$ cat config.mk
export PLATFORM = sky130hd
export DESIGN_NAME = rf_wb_arbiter
export DESIGN_NICKNAME = d
export VERILOG_FILES = /design/src/rtl/rf_pkg.sv /design/src/rtl/rf_scoreboard.sv /design/src/rtl/rf_wb_arbiter.sv
export SDC_FILE = /design/constraint.sdc
export NUM_CORES = 1
export LEC_CHECK = 0
export CORE_MARGIN = 2
export CORE_UTILIZATION = 39
export DETAILED_ROUTE_END_ITERATION = 10
export GPL_TIMING_DRIVEN = 0
export PLACE_DENSITY_LB_ADDON = 0.05
export SLEW_MARGIN = 0
export SYNTH_ARGS = -nofsm -noshare
export SYNTH_HDL_FRONTEND = slang
export SYNTH_HIERARCHICAL = 1
export SYNTH_SLANG_ARGS = --single-unit
$ cat constraint.sdc
create_clock -name CLK -period 3.49 [get_ports CLK]
set_input_delay 0.8725 -clock CLK [delete_from_list [all_inputs] [get_ports CLK]]
set_output_delay 0.8725 -clock CLK [all_outputs]
set_load 0.03 [all_outputs]
$ cat src/rtl/rf_pkg.sv
// Shared register-file types and constants for the CPU write-back path.
package rf_pkg;

  localparam int RF_DATA_W   = 32;
  localparam int RF_REG_AW   = 5;
  localparam int RF_NUM_REGS = 1 << RF_REG_AW;
  localparam int RF_ZERO_REG = 0;

  typedef logic [RF_REG_AW-1:0] rf_addr_t;
  typedef logic [RF_DATA_W-1:0] rf_data_t;

  // Round-robin pointer: which requester wins when both are valid.
  typedef enum logic {
    RR_REQ0 = 1'b0,
    RR_REQ1 = 1'b1
  } rr_sel_e;

endpackage

$ cat src/rtl/rf_scoreboard.sv
// Busy-bit scoreboard: marks destinations with in-flight writes and raises
// stall when a decode source register is still pending.
module rf_scoreboard
  import rf_pkg::*;
#(
  parameter int REG_AW = RF_REG_AW
) (
  input  logic              CLK,
  input  logic              RST,
  input  logic              set_valid,
  input  logic [REG_AW-1:0] set_reg,
  input  logic              clr_valid,
  input  logic [REG_AW-1:0] clr_reg,
  input  logic [REG_AW-1:0] rd_reg1,
  input  logic [REG_AW-1:0] rd_reg2,
  output logic              stall
);

  localparam int NUM_REGS = 1 << REG_AW;

  logic [NUM_REGS-1:0] busy;
  logic [NUM_REGS-1:0] busy_nxt;

  // Clear is applied before set so a same-edge allocation of the register
  // being written keeps it busy.
  always_comb begin
    busy_nxt = busy;
    if (clr_valid) busy_nxt[clr_reg] = 1'b0;
    if (set_valid) busy_nxt[set_reg] = 1'b1;
    busy_nxt[RF_ZERO_REG] = 1'b0;
  end

  always_ff @(posedge CLK) begin
    if (RST) busy <= '0;
    else     busy <= busy_nxt;
  end

  assign stall = busy[rd_reg1] | busy[rd_reg2];

endmodule

$ cat src/rtl/rf_wb_arbiter.sv
// Round-robin write-back arbiter for the register-file write port.
// Optional busy-bit scoreboard enabled by defining RF_WB_SCOREBOARD_EN.
module rf_wb_arbiter
  import rf_pkg::*;
#(
  parameter int DATA_W = RF_DATA_W,
  parameter int REG_AW = RF_REG_AW
) (
  input  logic              CLK,
  input  logic              RST,
  input  logic              req0_valid,
  output logic              req0_ready,
  input  logic [REG_AW-1:0] req0_reg,
  input  logic [DATA_W-1:0] req0_data,
  input  logic              req1_valid,
  output logic              req1_ready,
  input  logic [REG_AW-1:0] req1_reg,
  input  logic [DATA_W-1:0] req1_data,
  output logic              W,
  output logic [REG_AW-1:0] W_reg,
  output logic [DATA_W-1:0] W_data,
  input  logic              alloc_valid,
  input  logic [REG_AW-1:0] alloc_reg,
  input  logic [REG_AW-1:0] rd_reg1,
  input  logic [REG_AW-1:0] rd_reg2,
  output logic              stall
);

  localparam logic [REG_AW-1:0] ZERO_REG = REG_AW'(RF_ZERO_REG);

  rr_sel_e           rr_ptr;
  logic              grant0;
  logic              grant1;
  logic              xfer;
  logic              xfer_wr;
  logic [REG_AW-1:0] xfer_reg;
  logic [DATA_W-1:0] xfer_data;

  // Readies are masked during reset so no transfer can land on a reset edge.
  always_comb begin
    grant0    = 1'b0;
    grant1    = 1'b0;
    if (!RST) begin
      grant0 = req0_valid && (!req1_valid || rr_ptr == RR_REQ0);
      grant1 = req1_valid && (!req0_valid || rr_ptr == RR_REQ1);
    end
    xfer      = grant0 | grant1;
    xfer_reg  = grant1 ? req1_reg  : req0_reg;
    xfer_data = grant1 ? req1_data : req0_data;
    xfer_wr   = xfer && (xfer_reg != ZERO_REG);
  end

  assign req0_ready = grant0;
  assign req1_ready = grant1;

  always_ff @(posedge CLK) begin
    if (RST) begin
      rr_ptr <= RR_REQ0;
      W      <= 1'b0;
      W_reg  <= '0;
      W_data <= '0;
    end else begin
      W <= xfer_wr;
      if (xfer_wr) begin
        W_reg  <= xfer_reg;
        W_data <= xfer_data;
      end
      if (grant0)      rr_ptr <= RR_REQ1;
      else if (grant1) rr_ptr <= RR_REQ0;
    end
  end

`ifdef RF_WB_SCOREBOARD_EN
  rf_scoreboard #(
    .REG_AW (REG_AW)
  ) u_scoreboard (
    .CLK       (CLK),
    .RST       (RST),
    .set_valid (alloc_valid && (alloc_reg != ZERO_REG)),
    .set_reg   (alloc_reg),
    .clr_valid (xfer_wr),
    .clr_reg   (xfer_reg),
    .rd_reg1   (rd_reg1),
    .rd_reg2   (rd_reg2),
    .stall     (stall)
  );
`else
  logic unused_sb;
  assign unused_sb = ^{alloc_valid, alloc_reg, rd_reg1, rd_reg2};
  assign stall     = 1'b0;
`endif

endmodule

Word level (Yosys, flattened, before mapping) --
Index checks and enable logic that the tools add are counted.
Word-level totals: bits in registers 39, input port bits 94, output and inout port bits 41, logic and storage cells 21
Cells by class: muxes and demuxes 6, bitwise operators 2, reduce and logical (&&, ||, !) cells 9
Operators with widths (number):
- 2-to-1 mux 32 bit | 1
- 2-to-1 mux 5 bit | 1
- nonzero test 5 bit | 1
- 2-to-1 mux 1 bit | 4
- logical AND 1 bit | 3
- zero test 1 bit | 2
- logical OR 1 bit | 2
- nonzero test 2 bit | 1
- inverter 1 bit | 1
- OR 1 bit | 1

Longest topological paths before layout --
depth after elaboration 7, depth in mapped cells 6, mapped depth without buffers 5

Worst setup path before layout --
Ideal clock, no wire load.
kind input-to-output, from in RST, to out req1_ready, data arrival time 1.585 ns, required time 2.618 ns, slack 1.033 ns, cell stages on the path 4, buffers on the path 1, cells stage by stage and2b_4 -> nand2_2 -> buf_6 -> inv_1
Between the ends: longest elaborated chain between the ends 1
Ends and longest elaborated chain:
- start, declared | line rf_wb_arbiter.sv:10 | input logic RST,
- 2-to-1 mux 1 bit | line rf_wb_arbiter.sv:43 | if (!RST) begin
- end, declared | line rf_wb_arbiter.sv:16 | output logic req1_ready,
No other way between the ends.

Worst setup path after layout --
from in req1_valid, to out req0_ready
Between the ends: longest elaborated chain between the ends 4
Ends and longest elaborated chain:
- start, declared | line rf_wb_arbiter.sv:15 | input logic req1_valid,
- zero test 1 bit | line rf_wb_arbiter.sv:44 | grant0 = req0_valid && (!req1_valid || rr_ptr == RR_REQ0);
- logical OR 1 bit | line rf_wb_arbiter.sv:44
- logical AND 1 bit | line rf_wb_arbiter.sv:44
- 2-to-1 mux 1 bit | line rf_wb_arbiter.sv:43
- end, declared | line rf_wb_arbiter.sv:12 | output logic req0_ready,
No other way between the ends.

==> flow_summary.json <==
{
  "rows": 26,
  "cts_buffers": 5,
  "cellPowerDensity_nw_per_um2": 399,
  "clockBufferDepth": 2,
  "drive_above_1_share_pct": 7.48,
  "die_w_um": 76.8,
  "num_antenna_cells": 0,
  "clock_latency_ns": 0.28,
  "grt_setup_unrepaired": "false",
  "r2r-start": "rr_ptr",
  "synth_most_common_cell": "mux2i_1",
  "netlist_top_cells_area": "dfxtp_1, mux2i_1, nand2b_1, buf_8, inv_1",
  "dp_hpwl_um": 4240,
  "cts_setup_buffers": 0,
  "tightestPinTransition_ns": 0.656,
  "h-tree-depth": 2,
  "pin_count": 135,
  "grt.total_usage_pct": 18.0,
  "p_leak_nw": 1.51,
  "drcViolationCount": 0,
  "critPathLaunchType": "input port",
  "cp_num_buf_inv": 3,
  "start_util_pct": 40.5,
  "yosys-top-cells-count": "mux2i_1, dfxtp_1, nand2b_1",
  "fin_cells": 391,
  "synth_top_cell_by_area": "dfxtp_1",
  "p_sw_uw": 403,
  "grt_pass1_vias": 1776,
  "p_comb_share_pct": 33.7,
  "min_to": "W_data[7]",
  "antenna_found_initial": 0,
  "slew_headroom_pct": 56.2,
  "clock-sinks": 39,
  "synthDistinctLibCells": 34,
  "grt_pass1_wl_um": 8650,
  "reg2reg_depth": 5,
  "numPortBuffers": 117,
  "dp_cells": 383,
  "r2r_setup_slack_ns": 1.88,
  "critPathRequiredTime_ns": 2.62,
  "worst_setup_path_end_kind": "output pin",
  "maxCapViolCount": 0,
  "hp-class": "reg2reg",
  "crit_family": "buffers and inverters",
  "final_net_count": 414,
  "coreArea_um2": 5110,
  "die_area_um2": 5910,
  "cts.reportedPaths.clkPinSlew_ns": 0.08,
  "vias_per_cell": 4.73,
  "crit_type": "in2out",
  "async_flop_share_pct": 0,
  "place_area_um2": 3330,
  "synth_warnings": 6,
  "syn_nets": 290,
  "whs_ns": 0.472,
  "fin_area_um2": 3440,
  "synth_area_um2": 2070,
  "ys_ff_latch": 39,
  "post-route-min-period_ns": 3.33,
  "area_growth_syn_to_layout_pct": 66.4,
  "synthFlopType": "dfxtp_1",
  "max_freq_mhz": 300,
  "clkPwrFrac_pct": 28.2,
  "largest_register_ffs": 32,
  "drtAntennaViolNets": 0,
  "hold_viol": 0,
  "critical_path.max_fanout": 4,
  "drt_pass1_iterations": 4,
  "pwr-share-seq_pct": 38.1,
  "avgSynthCellArea_um2": 10.6,
  "critPathMaxStageDelay_ns": 0.66,
  "vias": 1851,
  "slew_viol_final": 0,
  "first_iter_violations": 51,
  "path_common_cell": "clkdlybuf4s50_1",
  "finClkSkew_ns": 0.00263,
  "synth_edf_count": 0,
  "wl_per_cell_um": 13.6,
  "ir_drop_mv": 0.294,
  "finalWorstSetupSlack_ns": 0.160,
  "internal_power_uw": 971,
  "status": "finished, final reports clean",
  "grt_start_max_net_pins": 13,
  "crit_chain": "clkdlybuf4s50_1 > a21oi_1 > nand2_1 > inv_1 > clkdlybuf4s50_1",
  "whs_path_depth": 2,
  "cts_tree": "done",
  "p_sw_share_pct": 29.3,
  "holdCritStartpoint": "W_data[7]",
  "globalplace.congestion": 0.827,
  "fin_crit_sh_pct": 95.4,
  "synth_top_area_share_pct": 37.7,
  "worstPathArrival_ns": 2.46,
  "die_h_um": 76.8,
  "dp_slack_ns": -0.0526,
  "root_buffer": "clkbuf_8",
  "r2r-end": "W_data[6]",
  "synthCells": 196,
  "slowest_stage": "clkdlybuf4s50_1",
  "setup_viol": 0,
  "grt_overflow": 0,
  "totalWireLength_um": 5310,
  "seq_area_frac_synth_pct": 37.7
}
[tightest hold or removal path, stage by stage, from the launching register on]
cell and delay (ns):
dfxtp_1 0.31, nand2b_1 0.06, mux2i_1 0.06
[what timing repair did]
action / CTS / global route
gates resized for setup: 1 / 0
hold buffers: 0 / 0
setup endpoints to repair: 1 / 0
[kinds of logic (layout without fill, tap and decap cells)]
group | count (synthesis) | in the layout | share of synthesized area [%]
other | 1 | 1 | 0.181
buffers and inverters | 20 | 145 | 6.53
multiplexers | 66 | 66 | 31.9
flip-flops | 39 | 39 | 37.7
AO/OA/AOI/OAI | 22 | 22 | 8.95
AND/OR/NAND/NOR | 48 | 48 | 14.7
[power by group through the flow]
stage	registers [mW]	logic (mW)	clock network, mW
floorplan	0.635	0.145	0
global placement	0.532	0.463	0
detailed placement	0.533	0.467	0
CTS	0.523	0.469	0.397
global route	0.529	0.491	0.422
finish	0.523	0.463	0.388
[layout by cell type, fill, tap and decap left out, drive strengths merged, types with 3 or more instances in the layout]
cell and instances:
clkbuf 10, nand2b 33, clkdlybuf4s50 116, o32ai 3, nand2 4, a211oi 4, dfxtp 39, buf 8
mux2i 66, inv 8
[layer usage]
layer,vias up,wire length [µm],GRT usage (%)
li1,936,-,-
met1,839,2340,22.5
met2,74,2590,30.9
met3,2,365,5.41
met4,0,15,2.73
met5,-,0,0
[cell type report]
cell class,count,area [µm²]
sequential,39,781
fill,429,1660
clock buffer,6,82.6
multi-input combinational,137,1150
buffer,12,105
inverter,8,30.0
clock inverter,2,35.0
tap,70,87.6
timing repair buffer,117,1170
[how the worst max path moves through the flow]
stage	from	end	slack, ns	depth (start not counted)
final	req1_valid	req0_ready	0.16	5
after global routing	req1_valid	req0_ready	0.10	5
after CTS	req1_valid	req0_ready	0.15	5
after detailed placement	RST	req1_ready	-0.05	6
after global placement	RST	req1_ready	-0.05	6
after floorplan	RST	req1_ready	1.03	4
[stage by stage]
step | TNS, ns | total power [mW] | utilization, %
2_1_floorplan | 0 | 0.779 | -
3_3_place_gp | -0.0526 | 0.994 | 65.2
3_5_place_dp | -0.0526 | 1.00 | 65.2
4_1_cts | 0 | 1.39 | 67.4
5_1_grt | 0 | 1.44 | 67.4
6_report | 0 | 1.37 | 67.4
(Power assumes the default switching activity.)
==> RTL edit: new RTL, same flow settings <==
`RF_DATA_W`: 32 -> 48.
--- a/src/rtl/rf_pkg.sv
+++ b/src/rtl/rf_pkg.sv
@@ -1,7 +1,7 @@
 // Shared register-file types and constants for the CPU write-back path.
 package rf_pkg;
 
-  localparam int RF_DATA_W   = 32;
+  localparam int RF_DATA_W   = 48;
   localparam int RF_REG_AW   = 5;
   localparam int RF_NUM_REGS = 1 << RF_REG_AW;
   localparam int RF_ZERO_REG = 0;
Ports: changed (resized W_data, req0_data and req1_data); port bits go from 135 to 183. No check against the original RTL was run, so the function may have changed too.
==> RTL edit against the unedited design <==
- sequential cell count up 16
- cell count rose by 37%
- setup slack lost 0.022 ns
- synthesized area increased by 40%
- power is 35% higher
- critical path depth rose by 2
- routed wire length up 45%
- final area is 39% higher
- critical endpoint unchanged
- largest power group unchanged
==> RTL edit: results (changes against the unedited design) <==
RUN STATUS
----------------------------------------------------------------------------------------
Result of the run                                                           finished, final reports clean

DRT
----------------------------------------------------------------------------------------
Final routed wirelength across all metal layers                                  7670 um   +45%
Routed len/inst                                                                  14.3 um   +5.3%
Number of DRC markers in iteration 0                                                  68   +33%

PLACED DESIGN
----------------------------------------------------------------------------------------
Number of port buffers                                                               165   +41%
Worst slack after detailed placement                                           -0.324 ns   -0.272 ns
Total half-perimeter wirelength after legalization and detailed placement        6120 um   +44%
Placed Instances                                                                     530   +38%
Standard cell area after detailed placement                                 0.00468 sq mm   +41%
Final weighted congestion in routability-driven placement                          0.853   +3.2%

FINAL LAYOUT
----------------------------------------------------------------------------------------
Fin nets                                                                             563   +36%
Flip-flop count of the largest register, all copies and words added                   48   +50%
Fraction of final layout cells sized beyond drive strength 1                       7.53%   +0.058 points

GLOBAL ROUTE
----------------------------------------------------------------------------------------
Number of global-route vias before repair                                           2579   +45%
Largest net degree at the start of global routing                                     17   +4

CTS
----------------------------------------------------------------------------------------
Worst-Skew Late Latency                                                          0.31 ns   +0.03 ns
Gates resized, CTS repair                                                              4   +3
Clock-pin slew on the worst setup and hold paths                                 0.10 ns   +0.02 ns

LOGIC SYNTHESIS
----------------------------------------------------------------------------------------
Seq/Total Area, Yosys                                                              37.9%   +0.20 points
Largest cells by area after synthesis                                       dfxtp_1 (38%), mux2i_1 (33%), nand2b_1 (11%)
Mean area per synthesized cell                                                10.9 sq um   +3.4%
Top cells by count, synth                                                   mux2i_1 (97), dfxtp_1 (55), nand2b_1 (49), buf_2 (7)

POWER AND IR DROP
----------------------------------------------------------------------------------------
Pleak                                                                            2.09 nW   +38%
Peak supply drop                                                                0.183 mV   -38%
Pwr per Cell Area                                                            387 mW/mm^2   -3.0%
Combinational-cell power consumption                                            0.671 mW   +45%

STA
----------------------------------------------------------------------------------------
Slew @ Worst Pin                                                                0.511 ns   -0.144 ns
Fin Clk Skew                                                                  0.00643 ns   +0.00379 ns

SETUP PATH
----------------------------------------------------------------------------------------
Crit-path max FO                                                                      17   +13
Largest incremental delay on the critical path                                   0.59 ns   -0.07 ns

[RTL edit: cell types whose count changed in the layout (fill, tap and decap cells not counted), sizes merged, moves of 2 or more]
cell           delta
a21oi             +2
nor4b             +2
dfxtp            +16
buf               +6
nand2b           +16
mux2i            +31
a211oi            -2
inv               -2
clkdlybuf4s50    +47
[RTL edit: metal layers]
metal,vias up,routed length (um),part of all wire (%),GRT usage (%)
met1,1148,3080,40,21.9
met5,-,0,0,0
li1,1277,-,-,-
met4,0,131,1.7,6.15
met3,10,614,8.0,5.68
met2,118,3850,50,33.2
[RTL edit: cells by family (layout without fill, tap and decap cells)]
logic type | Yosys count | after routing | synth area share [%]
other | 1 | 1 | 0.129
buffers and inverters | 26 | 198 | 6.98
AOI/OAI and AO/OA | 23 | 23 | 7.07
DFF | 55 | 55 | 37.9
muxes | 97 | 97 | 33.4
and+or+nand+nor | 64 | 64 | 14.4
[RTL edit: layout make-up]
cell class              instances  area [sq um]  share of cell area, %
clock buffers                   6          82.6                   1.72
inverters                       6          22.5                  0.470
well taps                      99           124                   2.58
clock inverters                 2          35.0                  0.731
multi-input cells             185          1600                   33.4
repair buffers                165          1650                   34.5
flip-flops and latches         55          1100                   23.0
plain buffers                  19           173                   3.60
[RTL edit: worst paths after layout]
| path | to | slack [ns] | start | depth (start not counted) |
|---|---|---|---|---|
| min reg2reg | W_data[12]$_SDFFE_PP0P_ | 0.48 | W_data[12]$_SDFFE_PP0P_ | 2 |
| max | req0_ready | 0.14 | req0_valid | 7 |
| min | W_data[12]$_SDFFE_PP0P_ | 0.48 | W_data[12]$_SDFFE_PP0P_ | 2 |
| max reg2reg | W_reg[2]$_SDFFE_PP0P_ | 1.63 | rr_ptr$_SDFFE_PP0P_ | 6 |
